## src/rtl/conv1d_mac_ctrl_pkg.sv

```systemverilog
// Shared definitions for the conv1d MAC controller: data widths, kernel limits, FSM encoding.
// Data width comes from the WIDTH_DATA macro (defaults to 16 when not supplied by the build).
`ifndef WIDTH_DATA
`define WIDTH_DATA 16
`endif

package conv1d_mac_ctrl_pkg;

  localparam int DATA_W     = `WIDTH_DATA;
  localparam int PSUM_W     = 2 * DATA_W;

  // Legal KERNEL_SIZE range; a 4-bit tap counter covers the upper limit plus one.
  localparam int KERNEL_MIN = 2;
  localparam int KERNEL_MAX = 15;
  localparam int TAP_W      = 4;

  typedef enum logic [2:0] {
    IDLE  = 3'd0,
    FETCH = 3'd1,
    DRAIN = 3'd2,
    OUT   = 3'd3,
    DONE  = 3'd4
  } state_t;

endpackage

```

## src/rtl/conv1d_mac_ctrl_if.sv

```systemverilog
// Bundle of run control, memory read, external MAC and result stream signals.
// master = the controller, slave = memories/MAC/stream consumer around it.
interface conv1d_mac_ctrl_if #(
  parameter int LEN_W = 8
);
  import conv1d_mac_ctrl_pkg::*;

  logic                     start;
  logic [LEN_W-1:0]         cfg_len;
  logic                     busy;
  logic                     done;

  logic                     rd_en;
  logic [TAP_W-1:0]         w_addr;
  logic [LEN_W-1:0]         f_addr;
  logic signed [DATA_W-1:0] w_rdata;
  logic signed [DATA_W-1:0] f_rdata;

  logic signed [DATA_W-1:0] mac_weight;
  logic signed [DATA_W-1:0] mac_feature;
  logic signed [PSUM_W-1:0] mac_psum_in;
  logic signed [PSUM_W-1:0] mac_psum_out;

  logic                     out_valid;
  logic                     out_ready;
  logic signed [PSUM_W-1:0] out_data;

  modport master (
    input  start, cfg_len, w_rdata, f_rdata, mac_psum_out, out_ready,
    output busy, done, rd_en, w_addr, f_addr,
           mac_weight, mac_feature, mac_psum_in, out_valid, out_data
  );

  modport slave (
    output start, cfg_len, w_rdata, f_rdata, mac_psum_out, out_ready,
    input  busy, done, rd_en, w_addr, f_addr,
           mac_weight, mac_feature, mac_psum_in, out_valid, out_data
  );

endinterface

```

## src/rtl/conv1d_addr_gen.sv

```systemverilog
// Output-index / tap counters for the conv1d controller and the feature address o_idx + tap.
module conv1d_addr_gen
  import conv1d_mac_ctrl_pkg::*;
#(
  parameter int LEN_W = 8
) (
  input  logic             clk,
  input  logic             rst_n,
  input  logic             clear,
  input  logic             step,
  input  logic             advance,
  output logic [TAP_W-1:0] tap,
  output logic [LEN_W-1:0] o_idx,
  output logic [LEN_W-1:0] f_addr
);

  always_ff @(posedge clk) begin
    if (!rst_n || clear) begin
      tap   <= '0;
      o_idx <= '0;
    end else if (advance) begin
      tap   <= '0;
      o_idx <= o_idx + 1'b1;
    end else if (step) begin
      tap   <= tap + 1'b1;
    end
  end

  assign f_addr = o_idx + LEN_W'(tap);

endmodule

```

## src/rtl/conv1d_mac_ctrl.sv

```systemverilog
// Sequencer for a 1-D convolution built around an external combinational MAC.
// Optional macro CONV1D_RELU_EN clamps negative results to zero on out_data.
module conv1d_mac_ctrl
  import conv1d_mac_ctrl_pkg::*;
#(
  parameter int KERNEL_SIZE = 3,
  parameter int LEN_W       = 8
) (
  input  logic              clk,
  input  logic              rst_n,
  conv1d_mac_ctrl_if.master bus
);

  localparam logic [TAP_W-1:0] TAP_LAST = TAP_W'(KERNEL_SIZE - 1);
  localparam logic [LEN_W-1:0] K_LEN    = LEN_W'(KERNEL_SIZE);

  function automatic logic signed [PSUM_W-1:0] shape_out(input logic signed [PSUM_W-1:0] v);
`ifdef CONV1D_RELU_EN
    shape_out = v[PSUM_W-1] ? '0 : v;
`else
    shape_out = v;
`endif
  endfunction

  state_t                   state, state_nxt;
  logic [LEN_W-1:0]         len_q;
  logic signed [PSUM_W-1:0] acc;
  logic                     acc_en_p1;
  logic [TAP_W-1:0]         tap;
  logic [LEN_W-1:0]         o_idx;
  logic [LEN_W-1:0]         f_addr_sum;

  logic                     start_ok, start_run, handshake, tap_last, last_out;
  logic                     busy, done, rd_en, out_valid;
  logic [TAP_W-1:0]         w_addr;
  logic [LEN_W-1:0]         f_addr;
  logic signed [PSUM_W-1:0] out_data;

  assign start_ok  = (state == IDLE) && bus.start;
  assign start_run = start_ok && (bus.cfg_len >= K_LEN);
  assign handshake = (state == OUT) && bus.out_ready;
  assign tap_last  = (tap == TAP_LAST);
  assign last_out  = (o_idx == len_q - K_LEN);

  conv1d_addr_gen #(
    .LEN_W (LEN_W)
  ) u_addr_gen (
    .clk     (clk),
    .rst_n   (rst_n),
    .clear   (start_run),
    .step    (state == FETCH),
    .advance (handshake),
    .tap     (tap),
    .o_idx   (o_idx),
    .f_addr  (f_addr_sum)
  );

  always_ff @(posedge clk) begin
    if (!rst_n) begin
      state <= IDLE;
      len_q <= '0;
    end else begin
      state <= state_nxt;
      if (start_run) len_q <= bus.cfg_len;
    end
  end

  // Stage p1: read data arrives one cycle after a FETCH, MAC result folds into acc.
  always_ff @(posedge clk) begin
    if (!rst_n) begin
      acc_en_p1 <= 1'b0;
      acc       <= '0;
    end else begin
      acc_en_p1 <= (state == FETCH);
      if (start_run || handshake) acc <= '0;
      else if (acc_en_p1)         acc <= bus.mac_psum_out;
    end
  end

  always_comb begin
    state_nxt = state;
    busy      = (state != IDLE);
    done      = 1'b0;
    rd_en     = 1'b0;
    w_addr    = '0;
    f_addr    = '0;
    out_valid = 1'b0;
    out_data  = '0;
    case (state)
      IDLE: begin
        if (start_ok) state_nxt = start_run ? FETCH : DONE;
      end
      FETCH: begin
        rd_en  = 1'b1;
        w_addr = tap;
        f_addr = f_addr_sum;
        if (tap_last) state_nxt = DRAIN;
      end
      DRAIN: begin
        state_nxt = OUT;
      end
      OUT: begin
        out_valid = 1'b1;
        out_data  = shape_out(acc);
        if (bus.out_ready) state_nxt = last_out ? DONE : FETCH;
      end
      DONE: begin
        done      = 1'b1;
        state_nxt = IDLE;
      end
      default: state_nxt = IDLE;
    endcase
  end

  assign bus.busy        = busy;
  assign bus.done        = done;
  assign bus.rd_en       = rd_en;
  assign bus.w_addr      = w_addr;
  assign bus.f_addr      = f_addr;
  assign bus.out_valid   = out_valid;
  assign bus.out_data    = out_data;
  assign bus.mac_weight  = acc_en_p1 ? bus.w_rdata : '0;
  assign bus.mac_feature = acc_en_p1 ? bus.f_rdata : '0;
  assign bus.mac_psum_in = acc_en_p1 ? acc : '0;

endmodule

```

## src/flat_wrapper.sv

```systemverilog
// flat-port wrapper written by rule: the top's interface ports become plain ports
module conv1d_mac_ctrl_flat import conv1d_mac_ctrl_pkg::*;
#(
  parameter int KERNEL_SIZE = 3,
  parameter int LEN_W       = 8
)
  (clk, rst_n, bus_start, bus_cfg_len, bus_w_rdata, bus_f_rdata, bus_mac_psum_out, bus_out_ready, bus_busy, bus_done, bus_rd_en, bus_w_addr, bus_f_addr, bus_mac_weight, bus_mac_feature, bus_mac_psum_in, bus_out_valid, bus_out_data);
  conv1d_mac_ctrl_if #(.LEN_W(LEN_W)) bus_i ();
  input  logic clk;
  input  logic rst_n;
  input wire logic [$bits(bus_i.start)-1:0] bus_start;
  input wire logic [$bits(bus_i.cfg_len)-1:0] bus_cfg_len;
  input wire logic [$bits(bus_i.w_rdata)-1:0] bus_w_rdata;
  input wire logic [$bits(bus_i.f_rdata)-1:0] bus_f_rdata;
  input wire logic [$bits(bus_i.mac_psum_out)-1:0] bus_mac_psum_out;
  input wire logic [$bits(bus_i.out_ready)-1:0] bus_out_ready;
  output wire logic [$bits(bus_i.busy)-1:0] bus_busy;
  output wire logic [$bits(bus_i.done)-1:0] bus_done;
  output wire logic [$bits(bus_i.rd_en)-1:0] bus_rd_en;
  output wire logic [$bits(bus_i.w_addr)-1:0] bus_w_addr;
  output wire logic [$bits(bus_i.f_addr)-1:0] bus_f_addr;
  output wire logic [$bits(bus_i.mac_weight)-1:0] bus_mac_weight;
  output wire logic [$bits(bus_i.mac_feature)-1:0] bus_mac_feature;
  output wire logic [$bits(bus_i.mac_psum_in)-1:0] bus_mac_psum_in;
  output wire logic [$bits(bus_i.out_valid)-1:0] bus_out_valid;
  output wire logic [$bits(bus_i.out_data)-1:0] bus_out_data;
  assign bus_i.start = bus_start;
  assign bus_i.cfg_len = bus_cfg_len;
  assign bus_i.w_rdata = bus_w_rdata;
  assign bus_i.f_rdata = bus_f_rdata;
  assign bus_i.mac_psum_out = bus_mac_psum_out;
  assign bus_i.out_ready = bus_out_ready;
  assign bus_busy = bus_i.busy;
  assign bus_done = bus_i.done;
  assign bus_rd_en = bus_i.rd_en;
  assign bus_w_addr = bus_i.w_addr;
  assign bus_f_addr = bus_i.f_addr;
  assign bus_mac_weight = bus_i.mac_weight;
  assign bus_mac_feature = bus_i.mac_feature;
  assign bus_mac_psum_in = bus_i.mac_psum_in;
  assign bus_out_valid = bus_i.out_valid;
  assign bus_out_data = bus_i.out_data;
  conv1d_mac_ctrl #(.KERNEL_SIZE(KERNEL_SIZE), .LEN_W(LEN_W)) u_core (.clk(clk), .rst_n(rst_n), .bus(bus_i));
endmodule
```

## config.mk

```make
export PLATFORM = sky130hd
export DESIGN_NAME = conv1d_mac_ctrl_flat
export DESIGN_NICKNAME = d
export VERILOG_FILES = /design/src/rtl/conv1d_mac_ctrl_pkg.sv /design/src/rtl/conv1d_mac_ctrl_if.sv /design/src/rtl/conv1d_addr_gen.sv /design/src/rtl/conv1d_mac_ctrl.sv /design/src/flat_wrapper.sv
export SDC_FILE = /design/constraint.sdc
export NUM_CORES = 1
export LEC_CHECK = 0
export BUFFER_PORTS_ARGS = -buffer_cell sky130_fd_sc_hd__buf_2
export CELL_PAD_IN_SITES_DETAIL_PLACEMENT = 0
export CELL_PAD_IN_SITES_GLOBAL_PLACEMENT = 1
export CORE_MARGIN = 4
export CORE_UTILIZATION = 34
export CTS_BUF_LIST = sky130_fd_sc_hd__clkbuf_2 sky130_fd_sc_hd__clkbuf_4 sky130_fd_sc_hd__clkbuf_8
export DETAILED_ROUTE_END_ITERATION = 16
export PLACE_DENSITY = 0.92
export REMOVE_ABC_BUFFERS = 1
export SLEW_MARGIN = 10
export SYNTH_ARGS = -nofsm -noshare
export SYNTH_HDL_FRONTEND = slang
export SYNTH_SLANG_ARGS = --single-unit
```

## constraint.sdc

```tcl
create_clock -name clk -period 3.8 [get_ports clk]
set_input_delay 0.38 -clock clk [delete_from_list [all_inputs] [get_ports clk]]
set_output_delay 0.38 -clock clk [all_outputs]
set_load 0.02 [all_outputs]
```

==> results.py, run 1 <==
metrics = {
    "outcome": {
        "result_of_the_run": "complete, no violations",
    },
    "detailed_routing": {
        "dr.first_iter.drc_count": 166,
        "drt_first_pass_iters": 4,
        "average_wire_per_cell_in_the_routed_design_um": 13.51,
        "vias_per_cell": 4.686,
        "detailroute.via_count": 3266,
        "number_of_routed_nets_with_antenna_violations": 0,
        "routed_wl_um": 9417,
        "drc": 0,
    },
    "hold_path": {
        "min_path_type": "input pin to flip-flop",
        "holdCritStartpoint": "bus_mac_psum_out[10]",
        "timing.hold.worst_endpoint": "u_core.acc[10]",
        "min_path_cells": 3,
    },
    "placement": {
        "routabilityCongestion": 0.7956,
        "io_buffers": 187,
        "detailed_place_hpwl_um": 7490,
        "placement.cell_area_mm2": 0.004337,
        "dp_slack_ns": 1.380,
    },
    "worst_setup_path": {
        "setup.worst_path.start_class": "flip-flop",
        "rr_worst_depth": 6,
        "critPathMaxStageDelay_ns": 0.40,
        "reg2reg_setup_slack_ns": 1.37,
        "setup.worst_path.end_class": "output pin",
        "worst_path_max_delay_cell": "sky130_fd_sc_hd__fa_1",
        "critical_path.most_common_cell": "sky130_fd_sc_hd__a21oi_1",
        "worst_ep_required_time_ns": 3.42,
        "path_cells": "ha_1, fa_1, a21o_1, a21oi_1, o21ai_0, a21oi_1, buf_2",
        "timing_worst_setup_path_type": "flip-flop to output pin",
        "reg2reg_to": "u_core.acc[15]",
        "worst_ep_arrival_ns": 2.21,
        "critPathBufInv": 1,
        "critPathTopFamily": "compound AO/OA/AOI/OAI gates",
        "critPathMaxFanout": 6,
        "regToRegStartpoint": "u_core.state[0]",
    },
    "logic_synthesis": {
        "synth.area.top_cells": "sky130_fd_sc_hd__dfxtp_1, sky130_fd_sc_hd__and2_1, sky130_fd_sc_hd__mux2i_1",
        "async_reset_ff_share_pct": 0,
        "synthesis.instances": 396,
        "synth_area_per_cell_um2": 8.395,
        "yosys_most_used_dff": "sky130_fd_sc_hd__dfxtp_1",
        "synthesis.yosys.warnings": 0,
        "yosys_register_bits": 56,
        "synthDistinctLibCells": 48,
        "synth.largest_area_cell": "sky130_fd_sc_hd__dfxtp_1",
        "synth_sequential_area_ratio_pct": 33.72,
        "yosys.area.top_type_share_pct": 33.72,
        "post_synth_instance_area_mm2": 0.003324,
        "synth_edf_count": 0,
    },
    "sta": {
        "final-max-slew-violation-count": 0,
        "fin_skew_ns": 0.004215,
        "final.setup.tns_ns": 0,
        "fmax_mhz": 385.8,
        "setup_violations": 0,
        "finalHoldViolCount": 0,
        "period_minus_slack_ns": 2.592,
        "final.setup.worst_slack_ns": 1.208,
        "hold-worst-slack_ns": 0.3021,
        "worst_slew_pin_slew_ns": 1.038,
        "period_share_pct": 68.22,
        "unrepaired_setup_endpoints_after_global_routing": "no",
        "slew_headroom_pct": 28.98,
    },
    "clocking": {
        "clockBufferDepth": 2,
        "htree_num_levels": 2,
        "ctsRootBufferMaster": "sky130_fd_sc_hd__clkbuf_8",
        "cts_setup_buffers": 0,
        "clock_latency_ns": 0.30,
        "holdBufCountCts": 0,
        "cts_resized": 0,
        "clk_pin_slew_worst_paths_ns": 0.10,
        "cts_made_buffers": 5,
        "tritoncts_num_sinks": 56,
        "tritoncts": "done",
    },
    "grt": {
        "grt_antenna_before_repair": 0,
        "gr-usage-all-layers_pct": 15.51,
        "vias_in_the_first_global_route": 3110,
        "gr-total-overflow": 0,
        "grt_first_pass_wirelength_um": 14550,
        "grt_start_max_net_pins": 97,
    },
    "power_and_ir_drop": {
        "ir_drop_v": 0.0001547,
        "cellLeakagePower_nw": 2.203,
        "fin_total_pwr_mw": 1.220,
        "pwr_density_cell_mw_per_mm2": 274.2,
    },
    "floorplanning": {
        "row_count": 35,
        "design.die.area_mm2": 0.01142,
        "die_h_um": 106.9,
        "fp.coreArea_mm2": 0.009371,
        "ios": 188,
        "die_w_um": 106.9,
        "initial_core_util_pct": 35.47,
    },
    "layout": {
        "n_antenna_cell": 0,
        "finalInstanceArea_mm2": 0.004448,
        "final_nets": 652,
        "ff_latch_area_mm2": 0.001125,
        "num-fill-cells": 940,
        "multi_input_area_mm2": 0.002073,
        "area.growth.synth_to_final_pct": 33.80,
        "final_layout_size_suffix_gt1_share_pct": 36.44,
        "layout.cells.most_common_list": "sky130_fd_sc_hd__buf_2, sky130_fd_sc_hd__and2_1, sky130_fd_sc_hd__dfxtp_1",
        "most_common_cell_after_layout_fill_and_taps_aside": "sky130_fd_sc_hd__buf_2",
    },
    "run": {
        "drv.max_cap_violation_count": 0,
    },
}
metrics by stage:
step           utilization [%]  cells
5_1_grt                  47.46    697
3_3_place_gp             46.28    689
2_1_floorplan                -    371
4_1_cts                  47.46    697
6_report                 47.46    697
3_5_place_dp             46.28    689
area by class of cell:
cell class | count | area share (%)
timing repair buffer | 189 | 21.38
clock inverter | 3 | 0.9564
inverter | 7 | 0.5907
clock buffer | 5 | 1.547
multi-input combinational | 308 | 46.61
tap | 129 | 3.629
sequential | 56 | 25.29
worst min-delay path, stage by stage:
cell and delay (ns):
sky130_fd_sc_hd__buf_2 0.07, sky130_fd_sc_hd__mux2i_1 0.05, sky130_fd_sc_hd__nor2_1 0.07
power breakdown:
part | leakage, nW | switching, mW | total, mW | internal (mW)
clock | 0.0541 | 0.193 | 0.388 | 0.195
sequential | 0.454 | 0.0348 | 0.638 | 0.603
combinational | 1.70 | 0.103 | 0.194 | 0.0912
total | 2.20 | 0.330 | 1.22 | 0.889
routing by layer:
metal | GRT usage (%) | up-vias | share of wire [%]
met2 | 29.05 | 137 | 50
met1 | 17.66 | 1477 | 40
met5 | 0 | - | 0
met3 | 3.793 | 8 | 9.1
met4 | 3.470 | 0 | 0.99
li1 | - | 1644 | -
cell usage after synthesis, drive strengths merged (7+ instances only):
cell type	n
nor2	50
clkbuf	19
nand3	12
ha	8
a21oi	7
dfxtp	56
xor2	9
o21ai	7
inv	7
and2	103
mux2i	35
nand2	15
xnor2	12
cells by family (layout without fill, tap and decap cells):
logic type	after synthesis	after routing	share of synthesized area, %
mux	35	35	10.54
compound gates	35	35	7.678
simple gates	208	208	35.00
xor+xnor	21	21	5.533
flops	56	56	33.72
buf+inv	32	204	3.914
fa+ha+maj	9	9	3.613
how the worst max path moves through the flow:
stage                               startpoint                       end  slack (ns)  cells after the start
global route        u_core.u_addr_gen.o_idx[0]             bus_f_addr[6]        1.05                      7
finish              u_core.u_addr_gen.o_idx[0]             bus_f_addr[6]        1.21                      7
global placement               u_core.state[0]  u_core.u_addr_gen.tap[1]        1.49                      6
detailed placement             u_core.state[0]             u_core.acc[4]        1.38                      6
CTS                 u_core.u_addr_gen.o_idx[0]             bus_f_addr[6]        1.19                      7
floorplan                     u_core.acc_en_p1        bus_mac_feature[0]        1.12                      1
sequential cells by signal, indices dropped and copies added, names as in the netlist:
signal / cells
u_core.acc: 32
u_core.u_addr_gen.o_idx: 8
u_core.acc_en_p1: 1
u_core.u_addr_gen.tap: 4
u_core.state: 3
u_core.len_q: 8
No activity file was read; power rests on OpenSTA's default activity.
==> run 2, diff against run 1 <==
--- a/config.mk
+++ b/config.mk
@@ -9,10 +9,10 @@
 export CELL_PAD_IN_SITES_DETAIL_PLACEMENT = 0
 export CELL_PAD_IN_SITES_GLOBAL_PLACEMENT = 1
 export CORE_MARGIN = 4
-export CORE_UTILIZATION = 34
+export CORE_UTILIZATION = 32
 export CTS_BUF_LIST = sky130_fd_sc_hd__clkbuf_2 sky130_fd_sc_hd__clkbuf_4 sky130_fd_sc_hd__clkbuf_8
 export DETAILED_ROUTE_END_ITERATION = 16
-export PLACE_DENSITY = 0.92
+export PLACE_DENSITY = 0.87
 export REMOVE_ABC_BUFFERS = 1
 export SLEW_MARGIN = 10
 export SYNTH_ARGS = -nofsm -noshare
==> constraint.sdc (replaced) <==
create_clock -name clk -period 2.4 [get_ports clk]
set_input_delay 0.24 -clock clk [delete_from_list [all_inputs] [get_ports clk]]
set_output_delay 0.24 -clock clk [all_outputs]
set_load 0.02 [all_outputs]
==> results.py, run 2 (synthesis gave the netlist of run 1 again) <==
metrics = {
    "outcome": {
        "result_of_the_run": "complete, no violations",
    },
    "worst_setup_path": {
        "critPathMaxStageDelay_ns": 0.38,
        "worst_path_max_delay_cell": "sky130_fd_sc_hd__dfxtp_4",
        "timing_worst_setup_path_type": "flip-flop to output pin",
        "setup.worst_path.start_class": "flip-flop",
        "worst_ep_arrival_ns": 2.06,
        "setup.worst_path.end_class": "output pin",
        "worst_ep_required_time_ns": 2.16,
        "path_cells": "ha_1, fa_2, a21o_1, a21oi_2, o21ai_0, a21oi_1, buf_4",
        "critPathMaxFanout": 6,
    },
    "sta": {
        "slew_headroom_pct": 69.47,
        "worst_slew_pin_slew_ns": 0.4518,
        "fmax_mhz": 434.6,
        "finalHoldViolCount": 0,
        "final.setup.tns_ns": 0,
        "final.setup.worst_slack_ns": 0.09924,
        "final-max-slew-violation-count": 0,
        "period_minus_slack_ns": 2.301,
        "unrepaired_setup_endpoints_after_global_routing": "yes",
        "fin_skew_ns": 0.01112,
        "period_share_pct": 95.87,
        "setup_violations": 0,
    },
    "hold_path": {
        "min_path_type": "input pin to flip-flop",
    },
    "floorplanning": {
        "design.die.area_mm2": 0.01208,
        "die_h_um": 109.9,
        "ios": 188,
        "initial_core_util_pct": 33.40,
        "row_count": 36,
        "die_w_um": 109.9,
        "fp.coreArea_mm2": 0.009955,
    },
    "clocking": {
        "tritoncts_num_sinks": 56,
        "htree_num_levels": 2,
        "holdBufCountCts": 0,
        "cts_setup_buffers": 0,
        "tritoncts": "done",
        "clockBufferDepth": 2,
        "ctsRootBufferMaster": "sky130_fd_sc_hd__clkbuf_8",
        "clk_pin_slew_worst_paths_ns": 0.11,
        "cts_made_buffers": 5,
        "clock_latency_ns": 0.31,
    },
    "grt": {
        "grt_antenna_before_repair": 0,
        "gr-total-overflow": 0,
        "vias_in_the_first_global_route": 2944,
        "grt_first_pass_wirelength_um": 14530,
        "grt_start_max_net_pins": 84,
        "gr-usage-all-layers_pct": 15.08,
    },
    "detailed_routing": {
        "average_wire_per_cell_in_the_routed_design_um": 14.21,
        "routed_wl_um": 10040,
        "number_of_routed_nets_with_antenna_violations": 0,
        "dr.first_iter.drc_count": 139,
        "drc": 0,
        "vias_per_cell": 4.657,
        "drt_first_pass_iters": 5,
        "detailroute.via_count": 3288,
    },
    "layout": {
        "finish.cell_count_without_fillers": 706,
        "n_antenna_cell": 0,
        "final_layout_size_suffix_gt1_share_pct": 37.87,
        "largest_register_ffs": 32,
        "final_nets": 657,
        "area.growth.synth_to_final_pct": 36.36,
        "largest_registers": "u_core.acc x32, u_core.len_q x8, u_core.u_addr_gen.o_idx x8",
        "most_common_cell_after_layout_fill_and_taps_aside": "sky130_fd_sc_hd__buf_2",
        "layout.cells.most_common_list": "sky130_fd_sc_hd__buf_2, sky130_fd_sc_hd__and2_1, sky130_fd_sc_hd__dfxtp_1",
        "register_name_with_the_most_flops": "u_core.acc",
        "num-fill-cells": 1044,
    },
    "power_and_ir_drop": {
        "cellLeakagePower_nw": 2.240,
        "pwr_density_cell_mw_per_mm2": 437.1,
        "ir_drop_v": 0.0003367,
    },
    "placement": {
        "detailed_place_hpwl_um": 7979,
        "routabilityCongestion": 0.8064,
        "dp_slack_ns": 0.1654,
        "dp.cells": 698,
        "io_buffers": 187,
    },
    "run": {
        "drv.max_cap_violation_count": 0,
    },
}
[run 2: cell types whose count changed in the layout (fill, tap and decap cells not counted), sizes merged]
cell / before / now
clkinvlp: 1 / 0
buf: 189 / 194
clkinv: 1 / 2
[run 2: area by class of cell]
class	count	area, um^2	area share (%)
clock buffer	5	68.82	1.518
clock inverter	3	47.55	1.049
inverter	7	26.28	0.5796
multi-input combinational	308	2079	45.87
sequential	56	1129	24.90
tap	133	166.4	3.671
timing repair buffer	194	1016	22.41
[run 2: through the flow]
step                      total power [mW]  utilization (%)  hold slack, ns  area [um^2]
after floorplan                      1.206                -          0.3617         3221
after global placement               1.350            44.22          0.4696         4402
after detailed placement             1.359            44.22          0.4822         4402
after CTS                            2.015            45.44          0.1379         4523
after global routing                 2.077            45.54          0.1453         4533
final                                1.982            45.54          0.1553         4533
[run 2: worst paths after layout]
| path | start | endpoint | slack [ns] | cells past startpoint |
|---|---|---|---|---|
| max reg2reg | u_core.len_q[0] | u_core.state[0] | 0.15 | 7 |
| max | u_core.u_addr_gen.o_idx[0] | bus_f_addr[6] | 0.1 | 7 |
| min | bus_mac_psum_out[2] | u_core.acc[2] | 0.16 | 3 |
| min reg2reg | u_core.len_q[7] | u_core.len_q[7] | 0.49 | 2 |
[run 2: metal layers]
metal,routed length [um],track usage [%]
met1,4206,17.90
met2,4888,28.25
met3,899,2.936
met4,40,2.404
met5,0,0
[run 2: worst max-delay path, delay by kind of cell, from the launching register on]
family / cells / cell delay [ns]
DFF: 1 / 0.38
adders and majority gates: 2 / 0.59
AOI/OAI and AO/OA: 4 / 0.62
buffers and inverters: 1 / 0.16
[run 2: repair_timing]
| item | 4_1_cts | 5_1_grt |
|---|---|---|
| endpoints found under the setup margin | 2 | 4 |
| pin swaps | 0 | 1 |
| hold endpoints to repair | 0 | 0 |
| resized for setup | 2 | 5 |
[run 2: where the power goes]
group / switching [mW] / internal, mW / total, mW
clock network: 0.333 / 0.315 / 0.648
registers: 0.0350 / 0.954 / 0.989
logic: 0.185 / 0.159 / 0.344
total: 0.553 / 1.43 / 1.98
